**config.mk**
```make
export PLATFORM = sky130hd
export DESIGN_NAME = load_store_unit_flat
export DESIGN_NICKNAME = d
export VERILOG_FILES = /design/src/rtl/load_store_unit_if.sv /design/src/rtl/load_store_unit.sv /design/src/flat_wrapper.sv
export SDC_FILE = /design/constraint.sdc
export NUM_CORES = 1
export LEC_CHECK = 0
export ABC_AREA = 1
export ABC_CLOCK_PERIOD_IN_PS = 4400
export BUFFER_PORTS_ARGS = -buffer_cell sky130_fd_sc_hd__buf_2
export CAP_MARGIN = 20
export CORE_MARGIN = 3
export CORE_UTILIZATION = 50
export CTS_BUF_LIST = sky130_fd_sc_hd__clkbuf_4 sky130_fd_sc_hd__clkbuf_8 sky130_fd_sc_hd__clkbuf_16
export CTS_CLUSTER_DIAMETER = 80
export DETAILED_ROUTE_END_ITERATION = 12
export PLACE_DENSITY = 0.8
export SETUP_SLACK_MARGIN = 0.5
export SYNTH_ARGS = -nofsm -noshare
export SYNTH_HDL_FRONTEND = slang
export SYNTH_SLANG_ARGS = --single-unit
```
**constraint.sdc**
```tcl
create_clock -name clk -period 4.4 [get_ports clk]
set_input_delay 0.88 -clock clk [delete_from_list [all_inputs] [get_ports clk]]
set_output_delay 0.88 -clock clk [all_outputs]
set_load 0.005 [all_outputs]
```
**src/rtl/load_store_unit_if.sv**
```systemverilog
// Request, response and data-memory bundle of the load/store unit.
// slave is the unit's view, master the pipeline-plus-memory view.
interface load_store_unit_if;
  logic        req_valid;
  logic        req_ready;
  logic        req_we;
  logic [2:0]  req_funct3;
  logic [31:0] req_addr;
  logic [31:0] req_wdata;
  logic        rsp_valid;
  logic [31:0] rsp_rdata;
  logic        rsp_err;
  logic        busy;
  logic        mem_we;
  logic        mem_re;
  logic [31:0] mem_addr;
  logic [31:0] mem_wd;
  logic [31:0] mem_rd;

  modport slave (
    input  req_valid, req_we, req_funct3,
    input  req_addr, req_wdata, mem_rd,
    output req_ready, rsp_valid, rsp_rdata,
    output rsp_err, busy, mem_we, mem_re,
    output mem_addr, mem_wd
  );

  modport master (
    output req_valid, req_we, req_funct3,
    output req_addr, req_wdata, mem_rd,
    input  req_ready, rsp_valid, rsp_rdata,
    input  rsp_err, busy, mem_we, mem_re,
    input  mem_addr, mem_wd
  );
endinterface

```
**src/rtl/load_store_unit.sv**
```systemverilog
// Byte-addressed RV32I load/store unit in front of a word memory.
// Define LSU_MISALIGN_TRAP_EN to trap misaligned LH/LHU/LW/SH/SW.
module load_store_unit #(
  parameter int ADDR_W = 10
) (
  input logic clk,
  input logic rst,
  load_store_unit_if.slave bus
);

  typedef enum logic [1:0] {
    IDLE, READ, WRITE, RSP
  } state_t;

  state_t state, state_nx;

  logic              we_q;
  logic [2:0]        f3_q;
  logic [ADDR_W+1:0] addr_q;
  logic [31:0]       word_q;
  logic [31:0]       rdata_q;
  logic              err_q;

  logic        accept;
  logic        legal;
  logic        mis;
  logic        req_err;
  logic [31:0] word_idx;
  logic [7:0]  b_sel;
  logic [15:0] h_sel;
  logic [31:0] load_val;
  logic [31:0] merged;

  assign accept = (state == IDLE) && bus.req_valid;

  // Legal funct3 per direction; misalignment only matters when trapping
  always_comb begin
    if (bus.req_we)
      legal = bus.req_funct3 inside {3'b000, 3'b001, 3'b010};
    else
      legal = bus.req_funct3 inside {3'b000, 3'b001, 3'b010,
                                     3'b100, 3'b101};
`ifdef LSU_MISALIGN_TRAP_EN
    mis = ((bus.req_funct3[1:0] == 2'b10) &&
           (bus.req_addr[1:0] != 2'b00)) ||
          ((bus.req_funct3[1:0] == 2'b01) &&
           bus.req_addr[0]);
`else
    mis = 1'b0;
`endif
    req_err = !legal || mis;
  end

  assign word_idx = {{(30-ADDR_W){1'b0}}, addr_q[ADDR_W+1:2]};

  // Lane extraction for loads and lane merge for sub-word stores
  always_comb begin
    b_sel  = bus.mem_rd[{addr_q[1:0], 3'b000} +: 8];
    h_sel  = bus.mem_rd[{addr_q[1], 4'b0000} +: 16];
    merged = bus.mem_rd;
    unique case (f3_q)
      3'b000:  load_val = {{24{b_sel[7]}}, b_sel};
      3'b001:  load_val = {{16{h_sel[15]}}, h_sel};
      3'b100:  load_val = {24'h0, b_sel};
      3'b101:  load_val = {16'h0, h_sel};
      default: load_val = bus.mem_rd;
    endcase
    if (f3_q[1:0] == 2'b00)
      merged[{addr_q[1:0], 3'b000} +: 8] = word_q[7:0];
    else
      merged[{addr_q[1], 4'b0000} +: 16] = word_q[15:0];
  end

  // State register
  always_ff @(posedge clk) begin
    if (!rst) state <= IDLE;
    else      state <= state_nx;
  end

  // Next-state decode
  always_comb begin
    state_nx = state;
    unique case (state)
      IDLE: begin
        if (bus.req_valid) begin
          if (req_err)
            state_nx = RSP;
          else if (bus.req_we && bus.req_funct3 == 3'b010)
            state_nx = WRITE;
          else
            state_nx = READ;
        end
      end
      READ:    state_nx = we_q ? WRITE : RSP;
      WRITE:   state_nx = RSP;
      default: state_nx = IDLE;
    endcase
  end

  // Request latch, then load result or merged store word from READ
  always_ff @(posedge clk) begin
    if (!rst) begin
      we_q    <= 1'b0;
      f3_q    <= 3'b000;
      addr_q  <= '0;
      word_q  <= 32'h0;
      rdata_q <= 32'h0;
      err_q   <= 1'b0;
    end else if (accept) begin
      we_q    <= bus.req_we;
      f3_q    <= bus.req_funct3;
      addr_q  <= bus.req_addr[ADDR_W+1:0];
      word_q  <= bus.req_wdata;
      rdata_q <= 32'h0;
      err_q   <= req_err;
    end else if (state == READ) begin
      if (we_q) word_q  <= merged;
      else      rdata_q <= load_val;
    end
  end

  // Outputs by state, all forced low while reset is asserted
  always_comb begin
    bus.req_ready = 1'b0;
    bus.rsp_valid = 1'b0;
    bus.rsp_rdata = 32'h0;
    bus.rsp_err   = 1'b0;
    bus.mem_we    = 1'b0;
    bus.mem_re    = 1'b0;
    bus.mem_addr  = 32'h0;
    bus.mem_wd    = 32'h0;
    bus.busy      = (state != IDLE);
    unique case (state)
      IDLE: bus.req_ready = 1'b1;
      READ: begin
        bus.mem_re   = 1'b1;
        bus.mem_addr = word_idx;
      end
      WRITE: begin
        bus.mem_we   = 1'b1;
        bus.mem_addr = word_idx;
        bus.mem_wd   = word_q;
      end
      default: begin
        bus.rsp_valid = 1'b1;
        bus.rsp_rdata = rdata_q;
        bus.rsp_err   = err_q;
      end
    endcase
    if (!rst) begin
      bus.req_ready = 1'b0;
      bus.rsp_valid = 1'b0;
      bus.rsp_rdata = 32'h0;
      bus.rsp_err   = 1'b0;
      bus.mem_we    = 1'b0;
      bus.mem_re    = 1'b0;
      bus.mem_addr  = 32'h0;
      bus.mem_wd    = 32'h0;
      bus.busy      = 1'b0;
    end
  end

endmodule

```
**src/flat_wrapper.sv**
```systemverilog
// flat-port wrapper written by rule: the top's interface ports become plain ports
module load_store_unit_flat 
#(
  parameter int ADDR_W = 10
)
  (clk, rst, bus_req_valid, bus_req_we, bus_req_funct3, bus_req_addr, bus_req_wdata, bus_mem_rd, bus_req_ready, bus_rsp_valid, bus_rsp_rdata, bus_rsp_err, bus_busy, bus_mem_we, bus_mem_re, bus_mem_addr, bus_mem_wd);
  load_store_unit_if bus_i ();
  input logic clk;
  input logic rst;
  input wire logic [$bits(bus_i.req_valid)-1:0] bus_req_valid;
  input wire logic [$bits(bus_i.req_we)-1:0] bus_req_we;
  input wire logic [$bits(bus_i.req_funct3)-1:0] bus_req_funct3;
  input wire logic [$bits(bus_i.req_addr)-1:0] bus_req_addr;
  input wire logic [$bits(bus_i.req_wdata)-1:0] bus_req_wdata;
  input wire logic [$bits(bus_i.mem_rd)-1:0] bus_mem_rd;
  output wire logic [$bits(bus_i.req_ready)-1:0] bus_req_ready;
  output wire logic [$bits(bus_i.rsp_valid)-1:0] bus_rsp_valid;
  output wire logic [$bits(bus_i.rsp_rdata)-1:0] bus_rsp_rdata;
  output wire logic [$bits(bus_i.rsp_err)-1:0] bus_rsp_err;
  output wire logic [$bits(bus_i.busy)-1:0] bus_busy;
  output wire logic [$bits(bus_i.mem_we)-1:0] bus_mem_we;
  output wire logic [$bits(bus_i.mem_re)-1:0] bus_mem_re;
  output wire logic [$bits(bus_i.mem_addr)-1:0] bus_mem_addr;
  output wire logic [$bits(bus_i.mem_wd)-1:0] bus_mem_wd;
  assign bus_i.req_valid = bus_req_valid;
  assign bus_i.req_we = bus_req_we;
  assign bus_i.req_funct3 = bus_req_funct3;
  assign bus_i.req_addr = bus_req_addr;
  assign bus_i.req_wdata = bus_req_wdata;
  assign bus_i.mem_rd = bus_mem_rd;
  assign bus_req_ready = bus_i.req_ready;
  assign bus_rsp_valid = bus_i.rsp_valid;
  assign bus_rsp_rdata = bus_i.rsp_rdata;
  assign bus_rsp_err = bus_i.rsp_err;
  assign bus_busy = bus_i.busy;
  assign bus_mem_we = bus_i.mem_we;
  assign bus_mem_re = bus_i.mem_re;
  assign bus_mem_addr = bus_i.mem_addr;
  assign bus_mem_wd = bus_i.mem_wd;
  load_store_unit #(.ADDR_W(ADDR_W)) u_core (.clk(clk), .rst(rst), .bus(bus_i));
endmodule
```
==> results.md, run 1 <==
Final layout:
- Compared with the post-synthesis result, the final layout area differs by 17.2%.
- The number of diodes added for antenna fixing is 0.
- The number of fill cells is 1,161.
- After the last flow step, the layout net total stands at 1,256.
- The share of layout cells above drive strength 1 is 17.5%.

Yosys:
- The cell taking the most area after synthesis is dfxtp_1.
- The most frequently used cell type in the post-synthesis netlist is nand2_1.
- The synthesis warning total is 0.
- The post-synthesis average cell area is 5.70 um2.
- Yosys mapped a number of flops with a built-in enable equal to 0.
- The cell count after synthesis is 1,024.
- Counting flops with an async set or reset pin after synthesis yields a share of 0%.
- The mapped cell area is 5830 um2.
- After synthesis the netlist holds a flip-flop and latch count of 83.
- The unique cell type count in the Yosys netlist is 29.
- By count the netlist is led by nand2_1 (251), inv_1 (160), nor2_1 (147).
- The proportion of netlist area held by the largest area contributor is 28.5%.
- By area the synthesized netlist is led by dfxtp_1 (28%), nand2_1 (16%), inv_1 (10%).
- For this run, the leading register cell type out of synthesis is dfxtp_1.
- For this run, the register share of the synthesized area comes to 28.5%.

Clock tree:
- The latest clock arrival within the worst-skew pair is 340 ps.
- The clock transition time at the flip-flop clock pins of the worst setup and hold paths is 60 ps.
- The TritonCTS clock tree is done.
- The tree built by TritonCTS fans out to 83 sinks.
- Buffers added to address setup during post-CTS repair amount to 0.
- TritonCTS created 9 clock buffers.
- CTS built an H-tree with a depth of 3.
- Hold repair after CTS inserted 0 buffers.
- The largest buffer count on any clock path is 2.
- The cell at the root of the clock tree is clkbuf_16.
- The post-cts resize count is 0.

Critical path:
- The startpoint kind of the worst setup timing path is an input port.
- The endpoint class of the critical path is a primary output.
- The cell at the slowest stage of the critical path is buf_2.
- The critical path in this run is classified as input port to primary output.
- The worst register-to-register path has a setup slack of 1660 ps.
- The most numerous cell type found on the critical path is buf_2.
- The maximum fanout along the worst path is 32.
- The worst register-to-register path has a depth of 7.
- The data required time at the worst endpoint is 3520 ps.
- Walking the worst path, the cells encountered are buf_2, inv_2, nor3_1, buf_2.
- In this design, the stage delay of the slowest critical-path cell is 450 ps.
- The arrival time at the worst endpoint is 2170 ps.

Detailed routing:
- The first TritonRoute pass finished after 5 iterations.
- The initial detailed-routing violation count is 656.
- The total via count in the routed design is 6,572.
- After detailed routing, the average wire length per cell comes to 13.9 um.
- The sum of routed wire length over all layers is 17.9 mm.
- The mean number of vias per cell is 5.10.
- For this run, design rule violations remaining after detail routing come to 0.
- The detail route stage leaves a number of antenna-violating nets equal to 0.

STA:
- In the finished design, the share of the clock period the worst path needs comes to 69.3%.
- The final sum of negative setup slack is 0 ps.
- The worst-case clock skew is 5.16 ps.
- Once routing completed, OpenROAD measured the worst setup slack at 1350 ps.
- The final number of max-transition violations is 0.
- The final critical path time including I/O delays and setup is 3050 ps.
- The worst pin sits at a relative slew slack of 53.3%.
- Derived from the worst setup path, the maximum achievable clock frequency is 328 MHz.
- The transition time at the pin with the least slew margin is 699 ps.
- The total count of hold-check failures in the final report came to 0.
- The final-report setup violation count is 0.
- Setup repair after global routing left no endpoint under its margin.

Power:
- The cell area power density is 536 nW/um2.
- The leakage power total is 0.00363 uW.
- The maximum resistive drop on vdd is 0.294 mV.

Floorplanning:
- After floorplanning, the core was divided into 38 placement rows.
- The placeable core area is 11,100 um2.
- In this run the vertical extent of the chip is 114 um.
- 205 I/O pins were placed.
- The area of the die is 13,000 um2.
- In this run the horizontal extent of the chip is 114 um.
- The effective utilization at floorplan is 52.4%.

Place:
- The weighted congestion reported at the end of routability-driven placement is 0.993.
- The wire-length estimate of the detail-placed layout is 13.2 mm.
- The number of port buffers is 162.
- The pre-CTS worst setup slack is 1360 ps.

GRT:
- The total overflow reported by the global router is 0.
- The wire length of the first global-routing pass is 27.8 mm.
- The via count of the first global-routing pass is 5,663.
- The total global routing track utilization is 26.7%.
- The number of antenna violations at the first check in global routing is 0.
- Entering global routing, the biggest net connects 49 pins.

Hold path:
- The path class of the tightest hold or removal check is register to register.
- Along the worst hold path, the cell count comes to 2.

Run:
- The max capacitance violation total is 0.

Status:
- The run finished with clean final reports.
-- logic make-up (layout without fill, tap and decap cells) --
group	after synthesis	after routing	synth area share (%)
other	1	22	0.0643
AND/OR/NAND/NOR	436	436	29.5
adder cells (fa/ha/maj)	9	9	1.93
buffers and inverters	247	351	18.2
flip-flops	83	83	28.5
AO/OA/AOI/OAI	248	248	21.8
-- path summary, 6_finish.rpt --
path                                      start                            end
hold / removal    u_core.addr_q[9]$_SDFFE_PN0P_  u_core.addr_q[9]$_SDFFE_PN0P_
hold reg to reg   u_core.addr_q[9]$_SDFFE_PN0P_  u_core.addr_q[9]$_SDFFE_PN0P_
setup reg to reg    u_core.f3_q[1]$_SDFFE_PN0P_  u_core.word_q[8]$_SDFFE_PN0P_
setup / recovery                            rst                bus_mem_addr[3]
-- cells in the final DEF (no fill, tap or decap), drive strengths merged, types with 10 or more instances in the layout --
cell type and n:
nand2 256, nand3 10, nor2 150, inv 170, o21ai 133, clkbuf 10
a21oi 106, nand4 11, conb 22, dfxtp 83, buf 167
-- flip-flops by register name, summed over array words and instances (netlist names) --
name	count
u_core.err_q	1
u_core.word_q	32
u_core.rdata_q	32
u_core.f3_q	3
u_core.state	2
u_core.we_q	1
u_core.addr_q	12
-- layout make-up --
class	count	area [um2]	area share, %
Inverter	168	631	9.23
Multi-Input combinational cell	715	3190	46.6
Tap cell	140	175	2.56
Sequential cell	83	1660	24.3
Clock buffer	10	239	3.50
Clock inverter	6	71.3	1.04
Timing Repair Buffer	167	868	12.7
-- routing by layer --
metal / vias up / global-route usage [%] / routed length, um
met3: 38 / 4.40 / 1510
met5: - / 0 / 0
li1: 3352 / - / -
met4: 0 / 10.5 / 572
met1: 2877 / 35.3 / 7510
met2: 305 / 43.4 / 8350
-- power breakdown --
part / switching (uW) / internal (uW) / total, uW
logic: 1210 / 544 / 1750
registers: 147 / 975 / 1120
clock network: 328 / 462 / 791
total: 1680 / 1980 / 3660
-- per-stage QoR --
| step | instance area, um2 | std cells | hold slack [ps] | total power [uW] | util, % |
|---|---|---|---|---|---|
| finish | 6830 | 1289 | 458 | 3660 | 61.4 |
| global route | 6830 | 1289 | 486 | 3990 | 61.4 |
| CTS | 6810 | 1288 | 460 | 3630 | 61.2 |
| detailed placement | 6500 | 1272 | 450 | 2820 | 58.4 |
| global placement | 6500 | 1272 | 441 | 2800 | 58.4 |
| floorplan | 5910 | 1045 | 430 | 2460 | - |
-- critical path, delay by kind of cell --
family	cells	cell delay (ps)
buffers and inverters	3	1000
and+or+nand+nor	1	270
Note: power is estimated with default switching activity, not from simulation.
==> run 2, diff against run 1 <==
Settings changed: ABC_CLOCK_PERIOD_IN_PS 4400 to 2650, CORE_UTILIZATION 50 to 46, PLACE_DENSITY 0.8 to 0.78.
Clock period 4.4 ns to 2.65 ns, I/O delays scaled along.
==> results.md, run 2 (same netlist as run 1, synthesis figures left out) <==
Run:
- The max capacitance violation total is 0.

Clock tree:
- In this run, CTS created clock tree buffers numbering 9.
- TritonCTS built the clock tree.
- The largest buffer count on any clock path is 2.
- The clock transition time at the flip-flop clock pins of the worst setup and hold paths is 60 ps.
- The sink count of the clock tree is 83.
- For the worst-skew pair, the clock arrives at the later sink with an insertion delay of 350 ps.
- The number of H-tree levels is 3.
- In this run the clock root is driven by a clkbuf_16.

Place:
- The HPWL reported at the end of detailed placement is 14.1 mm.
- The number of port buffers is 162.
- The weighted congestion reported at the end of routability-driven placement is 0.941.

Final layout:
- The number of diodes added for antenna fixing is 0.
- In the final layout, the registers with the most flip-flops are u_core.rdata_q: 32 flops, u_core.word_q: 32 flops, u_core.addr_q: 12 flops.
- Leaving out fill and tap cells, the most frequent cells in the layout are nand2_1 (250), buf_2 (162), inv_1 (158).
- Leaving out fill and tap cells, the most frequent cell in the layout is nand2_1.
- The number of fill cells is 1,277.
- Of the cells placed in the final design, the portion with a size suffix greater than 1 is 19.2%.
- The layout-stage area growth over the synthesis result is 19.9%.
- Once layout is complete, the utilization of the core stands at 57.3%.
- After the last flow step, the layout net total stands at 1,271.

Critical path:
- The critical path contains buffers and inverters numbering 4 combined.
- The number of cell instances on the worst register-to-register path is 6.
- The startpoint kind of the worst setup timing path is a register.
- The worst setup path is captured at a primary output.
- At the worst endpoint, the required time is 2120 ps.
- The delay of the slowest cell on the worst path is 350 ps.
- STA puts the critical path data arrival time at 1580 ps.
- The critical path runs through a total of 6 cells.
- The maximum fanout along the worst path is 5.
- The cell family contributing the most delay on the critical path is buffers and inverters.
- The kind of critical path is register to primary output.
- On the critical path, the stage with the largest delay is an instance of dfxtp_2.
- Traced cell by cell, the critical path runs through inv_1, ha_4, clkinvlp_4, buf_4, nor3_1, buf_2.

Detailed routing:
- Before antenna repair, the detailed router went through 5 iterations.
- The routed design has 18.5 mm of wire.
- The remaining design rule violation count is 0.
- After detailed routing, the average wire length per cell comes to 13.9 um.
- In the routed layout, each cell is associated on average with a via count of 4.93.
- The initial detailed-routing violation count is 540.
- The count of nets left with antenna violations once routing finished came out at 0.
- The total via count in the routed design is 6,564.

Hold path:
- Along the worst hold path, the cell count comes to 3.
- The class of the worst hold path is input port to register.

STA:
- In the finished design, the share of the clock period the worst path needs comes to 79.7%.
- Setup repair after global routing could not meet its margin everywhere.
- The remaining max-slew budget at the tightest pin is 54.2%.
- Setup violations remaining at the end of the flow were counted as 0.
- Setup total negative slack on the finished layout was measured at 0 ps.
- The worst-case clock skew is 7.10 ps.
- The total count of hold-check failures in the final report was 0.
- The final number of max-transition violations is 0.
- Timing would allow up to 473 MHz.
- The transition time at the pin with the least slew margin is 687 ps.
- The final critical path time including I/O delays and setup is 2110 ps.

Floorplanning:
- The area of the die is 14,100 um2.
- The number of rows in the core area is 40.
- The vertical extent of the die is 119 um.
- The floorplan step set the die width to 119 um.
- During I/O placement, the number of pins put on the boundary was 205.
- The effective utilization at floorplan is 47.8%.
- The placeable core area is 12,200 um2.

GRT:
- The via count of the first global-routing pass is 5,931.
- The wire length of the first global-routing pass is 28.9 mm.
- The total global routing track utilization is 25.4%.
- The number of antenna violations at the first check in global routing was 0.
- Entering global routing, the biggest net connects 35 pins.
- Summed over all layers, the global routing overflow is 0.

Status:
- The run finished with clean final reports.

Power:
- The cell area power density is 894 nW/um2.
- The analysis attributes to cell leakage a power of 0.00369 uW.
- The maximum resistive drop on vdd is 0.315 mV.
==> run 2: changes by cell type in the layout (fill, tap and decap cells not counted), moves of 2 or more <==
| cell | previous run | this run |
|---|---|---|
| buf_4 | 4 | 18 |
| dfxtp_1 | 83 | 81 |
| dfxtp_2 | 0 | 2 |
| inv_1 | 160 | 158 |
| nor3_1 | 9 | 6 |
| nor3_2 | 0 | 3 |
==> run 2: per-stage QoR <==
stage,total power (uW),std cells,area (um2),hold WS (ps),worst slack [ps]
floorplan,4080,1045,5910,430,859
global placement,4730,1311,6610,441,548
finish,6250,1332,6990,435,538
detailed placement,4790,1311,6610,447,508
global route,6790,1332,6990,451,476
CTS,6020,1327,6910,425,519
==> run 2: path summary, 6_finish.rpt <==
kind                                                     from                             end  slack, ps
worst max-delay path             u_core.state[1]$_SDFFE_PN0P_                 bus_mem_addr[2]        540
worst min-delay path                         bus_req_addr[11]  u_core.addr_q[11]$_SDFFE_PN0P_        430
worst min register to register  u_core.addr_q[8]$_SDFFE_PN0P_   u_core.addr_q[8]$_SDFFE_PN0P_        460
worst max register to register    u_core.f3_q[0]$_SDFFE_PN0P_   u_core.word_q[3]$_SDFFE_PN0P_        710
==> run 2: area by class of cell <==
| class | count | area (um2) | share of cell area [%] |
|---|---|---|---|
| Clock buffer | 11 | 253 | 3.61 |
| Timing Repair Buffer | 182 | 977 | 14.0 |
| Sequential cell | 83 | 1660 | 23.8 |
| Inverter | 168 | 637 | 9.11 |
| Clock inverter | 5 | 35.0 | 0.501 |
| Tap cell | 168 | 210 | 3.01 |
| Multi-Input combinational cell | 715 | 3220 | 46.0 |
==> run 2: timing repair <==
action	CTS	global route
setup buffers	0	5
gates resized for setup	1	12
hold buffers	0	0
setup endpoints to repair	31	52
==> run 2: report_power, final <==
group          total, uW  internal, uW  switching (uW)
Clock               1240           690             546
Combinational       3170          1060            2110
Sequential          1840          1620             219
Total               6250          3380            2870
==> run 2: tightest hold or removal path, stage by stage <==
cell     delay (ps)
buf_2            90
nor2_1           40
a21oi_1          90
==> run 2: routing by layer <==
metal  wire length (um)  part of all wire (%)  vias up  global-route usage, %
met4                641                   3.5        0                   11.5
met3               1360                   7.3       40                   3.83
met1               7910                    43     2877                   33.3
met2               8570                    46      252                   41.2
met5                  0                     0        -                      0
li1                   -                     -     3395                      -
